<file path="config.mk">
export PLATFORM = sky130hd
export DESIGN_NAME = csr_access_sequencer
export DESIGN_NICKNAME = d
export VERILOG_FILES = /design/src/rtl/csr_access_sequencer.sv
export SDC_FILE = /design/constraint.sdc
export NUM_CORES = 1
export LEC_CHECK = 0
export BUFFER_PORTS_ARGS = -buffer_cell sky130_fd_sc_hd__buf_2
export CAP_MARGIN = 20
export CORE_MARGIN = 8
export CORE_UTILIZATION = 49
export DETAILED_ROUTE_END_ITERATION = 8
export PLACE_DENSITY = 0.76
export SLEW_MARGIN = 20
export SYNTH_ARGS = -nofsm -noshare
export SYNTH_HDL_FRONTEND = slang
export SYNTH_SLANG_ARGS = --single-unit
</file>
<file path="constraint.sdc">
create_clock -name clk_i -period 8.1 [get_ports clk_i]
set_input_delay 0.405 -clock clk_i [delete_from_list [all_inputs] [get_ports clk_i]]
set_output_delay 0.405 -clock clk_i [all_outputs]
set_load 0.02 [all_outputs]
</file>
<file path="src/rtl/csr_access_sequencer.sv">
// ---------------------------------------------------------------------------
// csr_access_sequencer
//   Owns the single CSR unit port. Arbitrates between core CSR instructions
//   (CSRRW/CSRRS/CSRRC) and trap entry. It then sequences each access over the
//   CSR unit's en/busy handshake: a one-cycle en pulse, then a wait state
//   until busy is seen.
//
// Ports
//   clk_i, rst_i                 clock, asynchronous active-high reset
//   core_req_i/op/addr/wdata/wr_en_i   core request, held until core_ack_o
//   core_ack_o, core_err_o, core_rdata_o   completion pulse, read-only error,
//                                old CSR value (held until the next ack)
//   trap_req_i, trap_epc_i/cause_i/tval_i  trap entry request and burst data
//   trap_ack_o, trap_vec_o       completion pulse, aligned MTVEC (held)
//   csr_en_o/we_o/addr_o/data_o  request side of the CSR unit port
//   csr_data_i, csr_busy_i       response side of the CSR unit port
// ---------------------------------------------------------------------------
module csr_access_sequencer #(
   parameter int                DATA_W      = 32,
   parameter int                ADDR_W      = 12,
   parameter logic [ADDR_W-1:0] ADDR_MEPC   = 12'h341,
   parameter logic [ADDR_W-1:0] ADDR_MCAUSE = 12'h342,
   parameter logic [ADDR_W-1:0] ADDR_MTVAL  = 12'h343,
   parameter logic [ADDR_W-1:0] ADDR_MTVEC  = 12'h305
) (
   input  logic              clk_i,
   input  logic              rst_i,
   input  logic              core_req_i,
   input  logic [1:0]        core_op_i,
   input  logic [ADDR_W-1:0] core_addr_i,
   input  logic [DATA_W-1:0] core_wdata_i,
   input  logic              core_wr_en_i,
   output logic              core_ack_o,
   output logic              core_err_o,
   output logic [DATA_W-1:0] core_rdata_o,
   input  logic              trap_req_i,
   input  logic [DATA_W-1:0] trap_epc_i,
   input  logic [DATA_W-1:0] trap_cause_i,
   input  logic [DATA_W-1:0] trap_tval_i,
   output logic              trap_ack_o,
   output logic [DATA_W-1:0] trap_vec_o,
   output logic              csr_en_o,
   output logic              csr_we_o,
   output logic [ADDR_W-1:0] csr_addr_o,
   output logic [DATA_W-1:0] csr_data_o,
   input  logic [DATA_W-1:0] csr_data_i,
   input  logic              csr_busy_i
);

   typedef enum logic [3:0] {
      IDLE, C_RD, C_RDW, C_WR, C_WRW, C_DONE, T_WR, T_WRW, T_VEC, T_VECW, T_DONE
   } state_t;

   state_t            state_q, state_d;
   logic [1:0]        idx_q, idx_d;
   logic [1:0]        op_q, op_d;
   logic [ADDR_W-1:0] addr_q, addr_d;
   logic [DATA_W-1:0] wdata_q, wdata_d;
   logic              wr_en_q, wr_en_d;
   logic              err_q, err_d;
   logic [DATA_W-1:0] epc_q, epc_d, cause_q, cause_d, tval_q, tval_d;
   logic [DATA_W-1:0] old_q, old_d;
   logic              core_ack_q, core_ack_d, core_err_q, core_err_d;
   logic [DATA_W-1:0] core_rdata_q, core_rdata_d;
   logic              trap_ack_q, trap_ack_d;
   logic [DATA_W-1:0] trap_vec_q, trap_vec_d;
   logic              csr_en_q, csr_en_d, csr_we_q, csr_we_d;
   logic [ADDR_W-1:0] csr_addr_q, csr_addr_d;
   logic [DATA_W-1:0] csr_data_q, csr_data_d;
   logic [DATA_W-1:0] new_val;

   always_ff @(posedge clk_i or posedge rst_i) begin
      if (rst_i) begin
         state_q      <= IDLE;
         idx_q        <= '0;
         op_q         <= '0;
         addr_q       <= '0;
         wdata_q      <= '0;
         wr_en_q      <= 1'b0;
         err_q        <= 1'b0;
         epc_q        <= '0;
         cause_q      <= '0;
         tval_q       <= '0;
         old_q        <= '0;
         core_ack_q   <= 1'b0;
         core_err_q   <= 1'b0;
         core_rdata_q <= '0;
         trap_ack_q   <= 1'b0;
         trap_vec_q   <= '0;
         csr_en_q     <= 1'b0;
         csr_we_q     <= 1'b0;
         csr_addr_q   <= '0;
         csr_data_q   <= '0;
      end else begin
         state_q      <= state_d;
         idx_q        <= idx_d;
         op_q         <= op_d;
         addr_q       <= addr_d;
         wdata_q      <= wdata_d;
         wr_en_q      <= wr_en_d;
         err_q        <= err_d;
         epc_q        <= epc_d;
         cause_q      <= cause_d;
         tval_q       <= tval_d;
         old_q        <= old_d;
         core_ack_q   <= core_ack_d;
         core_err_q   <= core_err_d;
         core_rdata_q <= core_rdata_d;
         trap_ack_q   <= trap_ack_d;
         trap_vec_q   <= trap_vec_d;
         csr_en_q     <= csr_en_d;
         csr_we_q     <= csr_we_d;
         csr_addr_q   <= csr_addr_d;
         csr_data_q   <= csr_data_d;
      end
   end

   always_comb begin
      state_d      = state_q;
      idx_d        = idx_q;
      op_d         = op_q;
      addr_d       = addr_q;
      wdata_d      = wdata_q;
      wr_en_d      = wr_en_q;
      err_d        = err_q;
      epc_d        = epc_q;
      cause_d      = cause_q;
      tval_d       = tval_q;
      old_d        = old_q;
      core_ack_d   = 1'b0;
      core_err_d   = core_err_q;
      core_rdata_d = core_rdata_q;
      trap_ack_d   = 1'b0;
      trap_vec_d   = trap_vec_q;
      csr_en_d     = 1'b0;
      csr_we_d     = 1'b0;
      csr_addr_d   = csr_addr_q;
      csr_data_d   = csr_data_q;
      new_val      = '0;

      unique case (state_q)
         IDLE: begin
            // A busy CSR unit still owns the port; trap entry wins over the core.
            if (!csr_busy_i) begin
               if (trap_req_i) begin
                  epc_d   = trap_epc_i;
                  cause_d = trap_cause_i;
                  tval_d  = trap_tval_i;
                  idx_d   = '0;
                  state_d = T_WR;
               end else if (core_req_i) begin
                  op_d    = core_op_i;
                  addr_d  = core_addr_i;
                  wdata_d = core_wdata_i;
                  wr_en_d = core_wr_en_i;
                  old_d   = '0;
                  // addr[11:10]==2'b11 is the read-only CSR space: reject writes without touching the unit.
                  err_d   = core_wr_en_i && (core_addr_i[ADDR_W-1 -: 2] == 2'b11);
                  state_d = (core_wr_en_i && (core_addr_i[ADDR_W-1 -: 2] == 2'b11)) ? C_DONE : C_RD;
               end
            end
         end
         C_RD:  state_d = C_RDW;
         C_RDW: if (csr_busy_i) begin
            old_d   = csr_data_i;
            state_d = wr_en_q ? C_WR : C_DONE;
         end
         C_WR:  state_d = C_WRW;
         C_WRW: if (csr_busy_i) state_d = C_DONE;
         C_DONE: begin
            core_ack_d   = 1'b1;
            core_err_d   = err_q;
            core_rdata_d = old_q;
            state_d      = IDLE;
         end
         T_WR:  state_d = T_WRW;
         T_WRW: if (csr_busy_i) begin
            if (idx_q == 2'd2) begin
               state_d = T_VEC;
            end else begin
               idx_d   = idx_q + 2'd1;
               state_d = T_WR;
            end
         end
         T_VEC:  state_d = T_VECW;
         T_VECW: if (csr_busy_i) begin
            old_d   = csr_data_i;
            state_d = T_DONE;
         end
         T_DONE: begin
            trap_ack_d = 1'b1;
            trap_vec_d = {old_q[DATA_W-1:2], 2'b00};
            state_d    = IDLE;
         end
         default: state_d = IDLE;
      endcase

      // Reserved op 2'b11 falls through to plain write.
      unique case (op_q)
         2'b01:   new_val = old_d | wdata_q;
         2'b10:   new_val = old_d & ~wdata_q;
         default: new_val = wdata_q;
      endcase

      // The bus is decoded from the state being entered so that the registered
      // en/we pulse coincides exactly with the access state.
      unique case (state_d)
         C_RD: begin
            csr_en_d   = 1'b1;
            csr_addr_d = addr_d;
         end
         C_WR: begin
            csr_en_d   = 1'b1;
            csr_we_d   = 1'b1;
            csr_addr_d = addr_d;
            csr_data_d = new_val;
         end
         T_WR: begin
            csr_en_d = 1'b1;
            csr_we_d = 1'b1;
            unique case (idx_d)
               2'd0: begin csr_addr_d = ADDR_MEPC;   csr_data_d = epc_d;   end
               2'd1: begin csr_addr_d = ADDR_MCAUSE; csr_data_d = cause_d; end
               default: begin csr_addr_d = ADDR_MTVAL; csr_data_d = tval_d; end
            endcase
         end
         T_VEC: begin
            csr_en_d   = 1'b1;
            csr_addr_d = ADDR_MTVEC;
         end
         default: ;
      endcase
   end

   assign core_ack_o   = core_ack_q;
   assign core_err_o   = core_err_q;
   assign core_rdata_o = core_rdata_q;
   assign trap_ack_o   = trap_ack_q;
   assign trap_vec_o   = trap_vec_q;
   assign csr_en_o     = csr_en_q;
   assign csr_we_o     = csr_we_q;
   assign csr_addr_o   = csr_addr_q;
   assign csr_data_o   = csr_data_q;

endmodule

</file>
==> results of run 1 <==
-- how the worst min path moves through the flow --
stage	depth (start not counted)	startpoint	slack, ns	to
floorplan	2	cause_q[0]	0.44	cause_q[0]
global placement	2	cause_q[0]	0.45	cause_q[0]
detailed placement	2	cause_q[5]	0.46	cause_q[5]
CTS	3	trap_tval_i[3]	0.06	tval_q[3]
global route	3	trap_cause_i[10]	0.07	cause_q[10]
finish	2	rst_i	0.05	core_rdata_o[7]
-- cell usage in the layout (no fill, tap or decap), types with 6 or more instances in the layout --
| cell type | synthesis | routed |
|---|---|---|
| buf_4 | 6 | 10 |
| clkbuf_1 | 37 | 7 |
| mux2i_1 | 54 | 54 |
| a2111o_1 | 25 | 25 |
| a21oi_1 | 96 | 96 |
| clkbuf_8 | 0 | 7 |
| o211a_1 | 25 | 25 |
| a211o_1 | 7 | 6 |
| o221ai_1 | 6 | 6 |
| inv_1 | 81 | 80 |
| buf_2 | 12 | 290 |
| o21ai_1 | 26 | 26 |
| o21ai_0 | 36 | 36 |
| nand2_1 | 159 | 158 |
| nand3_1 | 8 | 8 |
| dfrtp_1 | 293 | 293 |
| clkinv_2 | 1 | 7 |
| nor2b_1 | 31 | 31 |
| nor2_1 | 13 | 13 |
| clkbuf_16 | 0 | 31 |
| mux2_2 | 144 | 144 |
-- flip-flops by register name, summed over array words and instances, names as in the netlist --
| register | cells |
|---|---|
| wr_en_q | 1 |
| err_q | 1 |
| core_ack_o | 1 |
| wdata_q | 32 |
| csr_addr_o | 12 |
| op_q | 2 |
| core_err_o | 1 |
| idx_q | 2 |
| trap_ack_o | 1 |
| csr_en_o | 1 |
| old_q | 32 |
| addr_q | 12 |
| tval_q | 32 |
| trap_vec_o | 30 |
| core_rdata_o | 32 |
| csr_we_o | 1 |
| csr_data_o | 32 |
| state_q | 4 |
| cause_q | 32 |
| epc_q | 32 |
-- critical path, cell delays in order (launching register included) --
cell and delay (ns):
dfrtp_1 0.54, nor4_4 0.59, nand2_4 0.48, a31oi_1 0.94, inv_2 0.48, a2111o_1 0.51, o211a_1 0.14
-- cells by family after synthesis --
| logic type | synth area share [%] |
|---|---|
| flip-flops | 55.6 |
| AND/OR/NAND/NOR | 8.81 |
| AO/OA/AOI/OAI | 12.7 |
| multiplexers | 16.6 |
| buffers and inverters | 5.70 |
| adder cells (fa/ha/maj) | 0.380 |
| other | 0.0284 |
| XOR/XNOR | 0.123 |
-- metrics by stage --
| stage | utilization (%) | hold slack (ns) | cells |
|---|---|---|---|
| after floorplan | - | 0.439 | 1154 |
| after global placement | 55.1 | 0.450 | 1719 |
| after detailed placement | 55.1 | 0.456 | 1719 |
| after CTS | 59.2 | 0.0559 | 1776 |
| after global routing | 59.2 | 0.0673 | 1777 |
| final | 59.2 | 0.0467 | 1778 |
-- where the power goes --
part | switching (mW) | internal (mW) | total, mW
Combinational | 1.64 | 1.08 | 2.71
Clock | 0.577 | 0.895 | 1.47
Sequential | 0.340 | 2.09 | 2.43
-- cell type report --
class                           count  area share [%]
Timing Repair Buffer              300            9.65
Antenna cell                        2          0.0316
Sequential cell                   293            46.3
Inverter                           84            2.02
Tap cell                          341            2.70
Clock buffer                       45            5.68
Multi-Input combinational cell    701            32.5
Clock inverter                     12            1.10
-- layer usage --
layer	routed length, um	up-vias	part of all wire, %	global-route usage, %
met1	17700	4757	48	32.5
met5	23	-	0.062	0
met2	15600	334	42	32.3
li1	-	4504	-	-
met4	1080	4	2.9	7.01
met3	2520	58	6.8	5.30
==> key figures, run 1 <==
Placement
  – PortBufs: 290
  – Routability congestion estimate: 0.871
  – Dpl hpwl: 26.9 mm
  – Placed Instance Area: 0.0147 sq mm
  – Placement Setup Slack: 4.00 ns

Timing
  – Relative slew slack: 34.8%
  – Max-slew violation count: 0
  – Final period util: 47.3%
  – Clock Skew: 0.0160 ns
  – Final setup violation count: 0
  – Min Clock Period, post-route: 3.83 ns
  – RSZ-0062 raised after global routing: false
  – Slew @ Worst Pin: 0.973 ns
  – Final worst slack: 4.27 ns
  – Setup TNS Final: 0 ns
  – Fmax: 0.261 GHz
  – Hold Vio Cnt, Final: 0

Cells and area
  – Area Growth Syn to Fin: 20.0%
  – Filler instances: 2274
  – Nets: 1595
  – Non-Filler Cell Area, Final: 0.0158 sq mm
  – Register area: 0.00733 sq mm
  – Area of the multi-input gates: 0.00514 sq mm
  – Share of cells above drive strength 1: 36.7%

GRT
  – Via count of the first global-routing pass: 10.1k
  – Initial antenna violation count: 3
  – Overall Global Routing Usage: 22.3%
  – First-pass GRT wire length: 58.6 mm
  – Gr ovfl total: 0
  – Largest net degree at the start of global routing: 89

Clocking
  – Worst-path clk slew: 0.06 ns
  – CTS tree: yes
  – Clk sinks: 293
  – Cts hold-fix bufs: 0
  – Total CTS buffers: 31
  – H-tree depth: 1
  – Post-CTS sizing: 0
  – CTS root buffer: clkbuf_16
  – Clock buffer depth: 3
  – Post-CTS setup buffer count: 0
  – Clk_lat worst skew: 0.55 ns

Synth
  – Yosys top cell by area: dfrtp_1
  – Mapped cell area: 0.0132 sq mm
  – Top_reg_cell synth: dfrtp_1
  – Post-synth top area share: 55.6%
  – Count of cell types in the netlist: 63
  – Syn_area_per_cell: 11.4 sq um
  – Syn Inst Count: 1153
  – Register area share after synthesis: 55.6%
  – Async SR Flop Fraction: 100%
  – Ys Warns: 0
  – Most common cell in the netlist: dfrtp_1
  – Leading post-synthesis cells by cell area: dfrtp_1 56%, mux2_2 12%, nand2_1 4.5%
  – #FFs+latches synth: 293
  – Post-synth top cells: 293 x dfrtp_1, 159 x nand2_1, 144 x mux2_2
  – Number of flops mapped to enable cells by yosys: 0

Setup path
  – Worst setup EP type: register
  – Crit path kind: register to register
  – Worst r2r src: state_q[0]
  – Type of origin of the critical path: register
  – Critical-path maximum fanout: 53
  – CP startpoint: state_q[0]
  – R2R Path End: csr_data_o[10]
  – FF-to-FF setup slack: 4.27 ns
  – Critical Path End: csr_data_o[10]
  – Critical Path AT: 4.26 ns
  – CP required: 8.53 ns
  – R2R cell count: 6

Pwr
  – Peak supply drop: 0.191 mV
  – Final Power: 6.62 mW
  – Power per cell area: 418 mW/mm^2
  – Leakage Power: 8.23 nW

Drt
  – Starting DRT DRC Count: 837
  – WL final: 36.9 mm
  – Residual DRC: 0
  – Detailed-route via count: 9657
  – First-pass DRT Iterations: 5
  – Routed length per instance: 20.7 um
  – Detail Route Antenna Nets: 0
  – Vias/cell: 5.43

Floorplanning
  – Area of the die: 0.0324 sq mm
  – Height of the die: 180 um
  – I/O pins: 293
  – Core area: 0.0267 sq mm
  – Row count: 60
  – Starting Density: 49.3%
  – Die extent in x: 180 um

Flow run
  – Max-cap violations: 0

Outcome
  – Outcome: completed

Min path
  – Hold WC Path Type: input pin to asynchronous set/reset pin
Note: power is estimated with default switching activity, not from simulation.
==> run 2: changes to the inputs <==
- clock period: 8.1 -> 3.2 ns (I/O delays scaled with it)
==> run 2 against run 1 <==
  * Fmax is 32% higher
  * Global-route usage rose by 3.0 points
  * Non-clock buffer count rose by 187
  * Highest routed layer is now met4
  * Routed wire length grew 13%
  * Critical endpoint is now csr_data_o[0]
  * Clock skew decreased by 0.0052 ns
  * Register-to-register slack got worse by 4.0 ns
  * Cell count grew 10%
  * Power grew to 2.6 times the previous value
  * Cell area grew 12%
  * Sequential share of layout area is 5.0 points lower
  * Worst hold slack improved by 0.16 ns
==> key figures, run 2 (same netlist as run 1, synthesis figures left out) <==
Outcome
  – Outcome: completed

Placement
  – Placed Cells: 1730
  – Routability congestion estimate: 0.885
  – Dpl hpwl: 26.3 mm
  – PortBufs: 290

Floorplanning
  – Area of the die: 0.0324 sq mm
  – Height of the die: 180 um
  – Starting Density: 49.3%
  – Core area: 0.0267 sq mm
  – I/O pins: 293
  – Die extent in x: 180 um
  – Row count: 60

Cells and area
  – Final core occ: 66.4%
  – Layout Cells excl Fill: 1964
  – Share of cells above drive strength 1: 33.1%
  – Register area: 0.00733 sq mm
  – Area Growth Syn to Fin: 34.5%
  – Area of the multi-input gates: 0.00513 sq mm
  – Commonest non-fill, non-tap cells in the layout: 293 x dfrtp_1, 290 x buf_2, 176 x dlygate4sd3_1, 158 x nand2_1, 144 x mux2_2
  – Filler instances: 1909
  – Nets: 1782
  – Most common cell after layout, fill and taps aside: dfrtp_1

Pwr
  – Switching share of power: 38.4%
  – P_int: 10.5 mW
  – Clk network pwr share: 22.0%
  – Final Power: 17.1 mW
  – Peak supply drop: 0.512 mV
  – Power per cell area: 965 mW/mm^2
  – Register share of total power: 36.1%
  – Combinational fraction of design power: 41.9%
  – Leakage Power: 9.03 nW
  – Sw Pwr: 6.58 mW

Timing
  – Max-slew violation count: 0
  – Hold Vio Cnt, Final: 0
  – RSZ-0062 raised after global routing: false
  – Fmax: 0.345 GHz
  – Final period util: 90.7%
  – Final setup violation count: 0
  – Min Clock Period, post-route: 2.90 ns
  – Relative slew slack: 35.8%
  – Clock Skew: 0.0108 ns
  – Slew @ Worst Pin: 0.963 ns

Min path
  – Hold WC Path Type: input pin to register
  – Worst min-delay path endpoint: csr_data_o[31]
  – Worst min-delay path startpoint: csr_busy_i
  – WHS Path Cells: 3

GRT
  – Initial antenna violation count: 2
  – Gr ovfl total: 0
  – Largest net degree at the start of global routing: 113
  – First-pass GRT wire length: 66.0 mm
  – Overall Global Routing Usage: 25.2%
  – Via count of the first global-routing pass: 11.4k

Drt
  – Metal3 WL: 2.81 mm
  – Detail Route Antenna Nets: 0
  – Detailed-route via count: 10.8k
  – Routed length per instance: 21.3 um
  – Starting DRT DRC Count: 887
  – WL final: 41.8 mm
  – Residual DRC: 0
  – Vias/cell: 5.52
  – First-pass DRT Iterations: 5
  – Max Used Layer: met4
  – Met2 WL: 19.2 mm
  – WL met1: 18.3 mm

Clocking
  – H-tree depth: 1
  – Post-CTS setup buffer count: 0
  – CTS tree: yes
  – CTS root buffer: clkbuf_16
  – Total CTS buffers: 31
  – Worst-path clk slew: 0.06 ns
  – Clk_lat worst skew: 0.55 ns
  – Clock buffer depth: 3
  – Clk sinks: 293

Setup path
  – Worst r2r src: state_q[1]
  – Critical Path AT: 3.38 ns
  – Type of origin of the critical path: register
  – Worst setup EP type: register
  – R2R Path End: csr_data_o[0]
  – FF-to-FF setup slack: 0.30 ns
  – Crit path kind: register to register
  – R2R cell count: 6
  – CP required: 3.68 ns
  – Critical-path maximum fanout: 35

Flow run
  – Max-cap violations: 0
==> run 2: changes by cell type in the layout (fill, tap and decap cells not counted), moves of 3 or more <==
cell           change
buf_12             +7
buf_4              +4
clkbuf_8           -3
dlygate4sd3_1    +176
==> run 2: area by class of cell <==
cell class              instances  area share, %
flip-flops and latches        293           41.3
inverters                      84           1.81
repair buffers                487           19.5
clock buffers                  41           4.81
diodes                          2         0.0282
well taps                     341           2.41
clock inverters                15           1.18
multi-input cells             701           28.9
==> run 2: worst max path at each step <==
stage	start	end	slack [ns]	cells past startpoint
final	state_q[1]	csr_data_o[0]	0.30	6
after global routing	state_q[1]	csr_data_o[27]	0.16	6
after CTS	state_q[1]	csr_data_o[0]	0.35	6
after detailed placement	state_q[1]	csr_data_o[27]	0.37	6
after global placement	state_q[0]	csr_data_o[3]	0.43	7
after floorplan	rst_i	addr_q[0]	-0.85	1
==> run 2: critical path, stage by stage (launching register included) <==
cell and delay (ns):
dfrtp_1 0.64, or3b_1 0.39, a211o_2 0.69, mux2i_1 0.41, a21oi_1 0.12, o21ai_1 0.34
o211a_1 0.21
==> run 2: stage by stage <==
step / worst slack (ns) / hold WS, ns / TNS, ns / area, sq um
after floorplan: -0.849 / 0.284 / -248.80 / 13200
after global placement: 0.431 / 0.374 / 0 / 14900
after detailed placement: 0.372 / 0.380 / 0 / 14900
after CTS: 0.351 / 0.174 / 0 / 17700
after global routing: 0.161 / 0.235 / 0 / 17700
final: 0.299 / 0.210 / 0 / 17700
==> run 2: power groups by stage <==
stage	combinational, mW	clock [mW]	sequential [mW]
finish	7.18	3.76	6.18
global route	7.80	3.96	6.35
CTS	7.11	3.81	6.13
detailed placement	6.88	0	6.20
global placement	6.71	0	6.13
floorplan	4.52	0	6.50
==> run 2: per-layer routing <==
layer  up-vias  GRT usage [%]
li1       4874              -
met5         -              0
met2       495           39.6
met1      5384           34.7
met4         0           9.06
met3        83           4.68
==> run 2: what timing repair did <==
item,4_1_cts,5_1_grt
endpoints found under the hold margin,473,0
hold buffers,176,0
resized for setup,0,0
==> run 3: changes to the inputs <==
- REMOVE_ABC_BUFFERS: default -> 1
==> run 3 against run 2 <==
  * Die area is the same
  * Via count grew 2.1%
  * Combinational power grew 2%
  * Count of clock-buffer cells in the layout grew 2
  * Setup slack lost 0.065 ns
  * Non-clock buffer count grew 11
  * Worst hold slack lost 0.051 ns
  * Cell count grew 1.1%
  * Cell area grew 0.29%
  * Routed wire length grew 5.8%
  * Flip-flop and latch count is the same
  * Largest power group unchanged
==> key figures, run 3 (same netlist as run 1, synthesis figures left out) <==
Flow run
  – Max-cap violations: 0

Drt
  – First-pass DRT Iterations: 7
  – Starting DRT DRC Count: 831
  – Detail Route Antenna Nets: 0
  – Detailed-route via count: 11.1k
  – Residual DRC: 0
  – Routed length per instance: 22.3 um
  – WL final: 44.2 mm
  – Vias/cell: 5.57

Cells and area
  – Nets: 1793
  – Area Growth Syn to Fin: 34.9%
  – Commonest non-fill, non-tap cells in the layout: 293 x dfrtp_1, 290 x buf_2, 177 x dlygate4sd3_1, 158 x nand2_1, 144 x mux2_2
  – Layout Cells excl Fill: 1986
  – Most common cell after layout, fill and taps aside: dfrtp_1
  – Filler instances: 1890
  – Final core occ: 66.6%
  – Share of cells above drive strength 1: 33.3%
  – Area of the multi-input gates: 0.00513 sq mm
  – Register area: 0.00733 sq mm

Setup path
  – R2R cell count: 7
  – Worst r2r src: state_q[1]
  – Type of origin of the critical path: register
  – Worst path most repeated cell: a21oi_1
  – Critical Path AT: 3.42 ns
  – Worst setup EP type: register
  – Crit path kind: register to register
  – Critical-path maximum fanout: 15
  – CP required: 3.65 ns
  – Critical Path End: csr_data_o[23]
  – CP startpoint: state_q[1]
  – Slowest library cell on the worst path: a32oi_2
  – R2R Path End: csr_data_o[23]
  – CP Cell Sequence: nor4_4, a21oi_1, a32oi_2, buf_4, a21oi_1, a2111o_1, o211a_1
  – FF-to-FF setup slack: 0.23 ns
  – Max incr delay on CP: 0.63 ns

Timing
  – Clock Skew: 0.0203 ns
  – Max-slew violation count: 0
  – Slew @ Worst Pin: 0.863 ns
  – Fmax: 0.337 GHz
  – Final setup violation count: 0
  – Final period util: 92.7%
  – Hold Vio Cnt, Final: 0
  – Min Clock Period, post-route: 2.97 ns
  – RSZ-0062 raised after global routing: false
  – Relative slew slack: 42.4%

Pwr
  – Peak supply drop: 0.506 mV
  – Power per cell area: 963 mW/mm^2
  – Leakage Power: 9.06 nW

Min path
  – Hold WC Path Type: input pin to register

Placement
  – PortBufs: 290
  – Placed Cells: 1740
  – Routability congestion estimate: 0.817
  – Dpl hpwl: 26.8 mm

Floorplanning
  – Height of the die: 180 um
  – Area of the die: 0.0324 sq mm
  – Die extent in x: 180 um
  – Core area: 0.0267 sq mm
  – Starting Density: 49.3%
  – Row count: 60
  – I/O pins: 293

Clocking
  – Clock buffer depth: 3
  – Clk_lat worst skew: 0.57 ns
  – Clk sinks: 293
  – Worst-path clk slew: 0.07 ns
  – H-tree depth: 1
  – Post-CTS setup buffer count: 0
  – Cts hold-fix bufs: 177
  – Post-CTS sizing: 0
  – CTS root buffer: clkbuf_16
  – CTS tree: yes
  – Total CTS buffers: 31

GRT
  – Largest net degree at the start of global routing: 109
  – Gr ovfl total: 0
  – Overall Global Routing Usage: 26.5%
  – First-pass GRT wire length: 68.3 mm
  – Initial antenna violation count: 10
  – Via count of the first global-routing pass: 12.0k

Outcome
  – Outcome: completed
## run 3: per-stage QoR
stage	instance area (sq um)	setup TNS (ns)	power (mW)	hold WS (ns)	worst slack, ns
2_1_floorplan	12800	-1546.72	10.7	0.284	-5.05
3_3_place_gp	15000	0	12.8	0.378	0.440
3_5_place_dp	15000	0	13.1	0.378	0.348
4_1_cts	17800	0	16.9	0.141	0.335
5_1_grt	17800	0	18.1	0.189	0.134
6_report	17800	0	17.1	0.159	0.234
## run 3: critical path, delay by kind of cell, from the launching register on
family / cells / cell delay (ns)
buffers and inverters: 1 / 0.31
flip-flops: 1 / 0.54
AND/OR/NAND/NOR: 1 / 0.58
AO/OA/AOI/OAI: 5 / 1.43
## run 3: cell type report
cell class / count / share of cell area, %
repair buffers: 498 / 19.8
clock inverters: 13 / 0.907
multi-input cells: 701 / 28.8
well taps: 341 / 2.40
clock buffers: 43 / 4.84
inverters: 84 / 1.82
diodes: 13 / 0.183
flip-flops and latches: 293 / 41.2
## run 3: metal layers
| metal | wire [um] | up-vias | GRT usage (%) |
|---|---|---|---|
| li1 | - | 4905 | - |
| met4 | 2180 | 0 | 13.4 |
| met1 | 17500 | 5454 | 32.3 |
| met2 | 21200 | 555 | 43.8 |
| met3 | 3340 | 153 | 6.11 |
| met5 | 0 | - | 0 |
## run 3: power by group
part,internal (mW),switching (mW)
clock network,2.13,1.54
logic,2.97,4.33
registers,5.29,0.880
total,10.4,6.74
## run 3: worst min path at each step
stage	startpoint	endpoint	slack [ns]	cells past startpoint
after CTS	csr_busy_i	csr_data_o[31]	0.14	3
after global placement	rst_i	core_ack_o	0.38	2
after global routing	csr_busy_i	csr_data_o[31]	0.19	3
final	csr_busy_i	csr_data_o[31]	0.16	3
after floorplan	trap_cause_i[0]	cause_q[0]	0.28	2
after detailed placement	trap_cause_i[2]	cause_q[2]	0.38	3
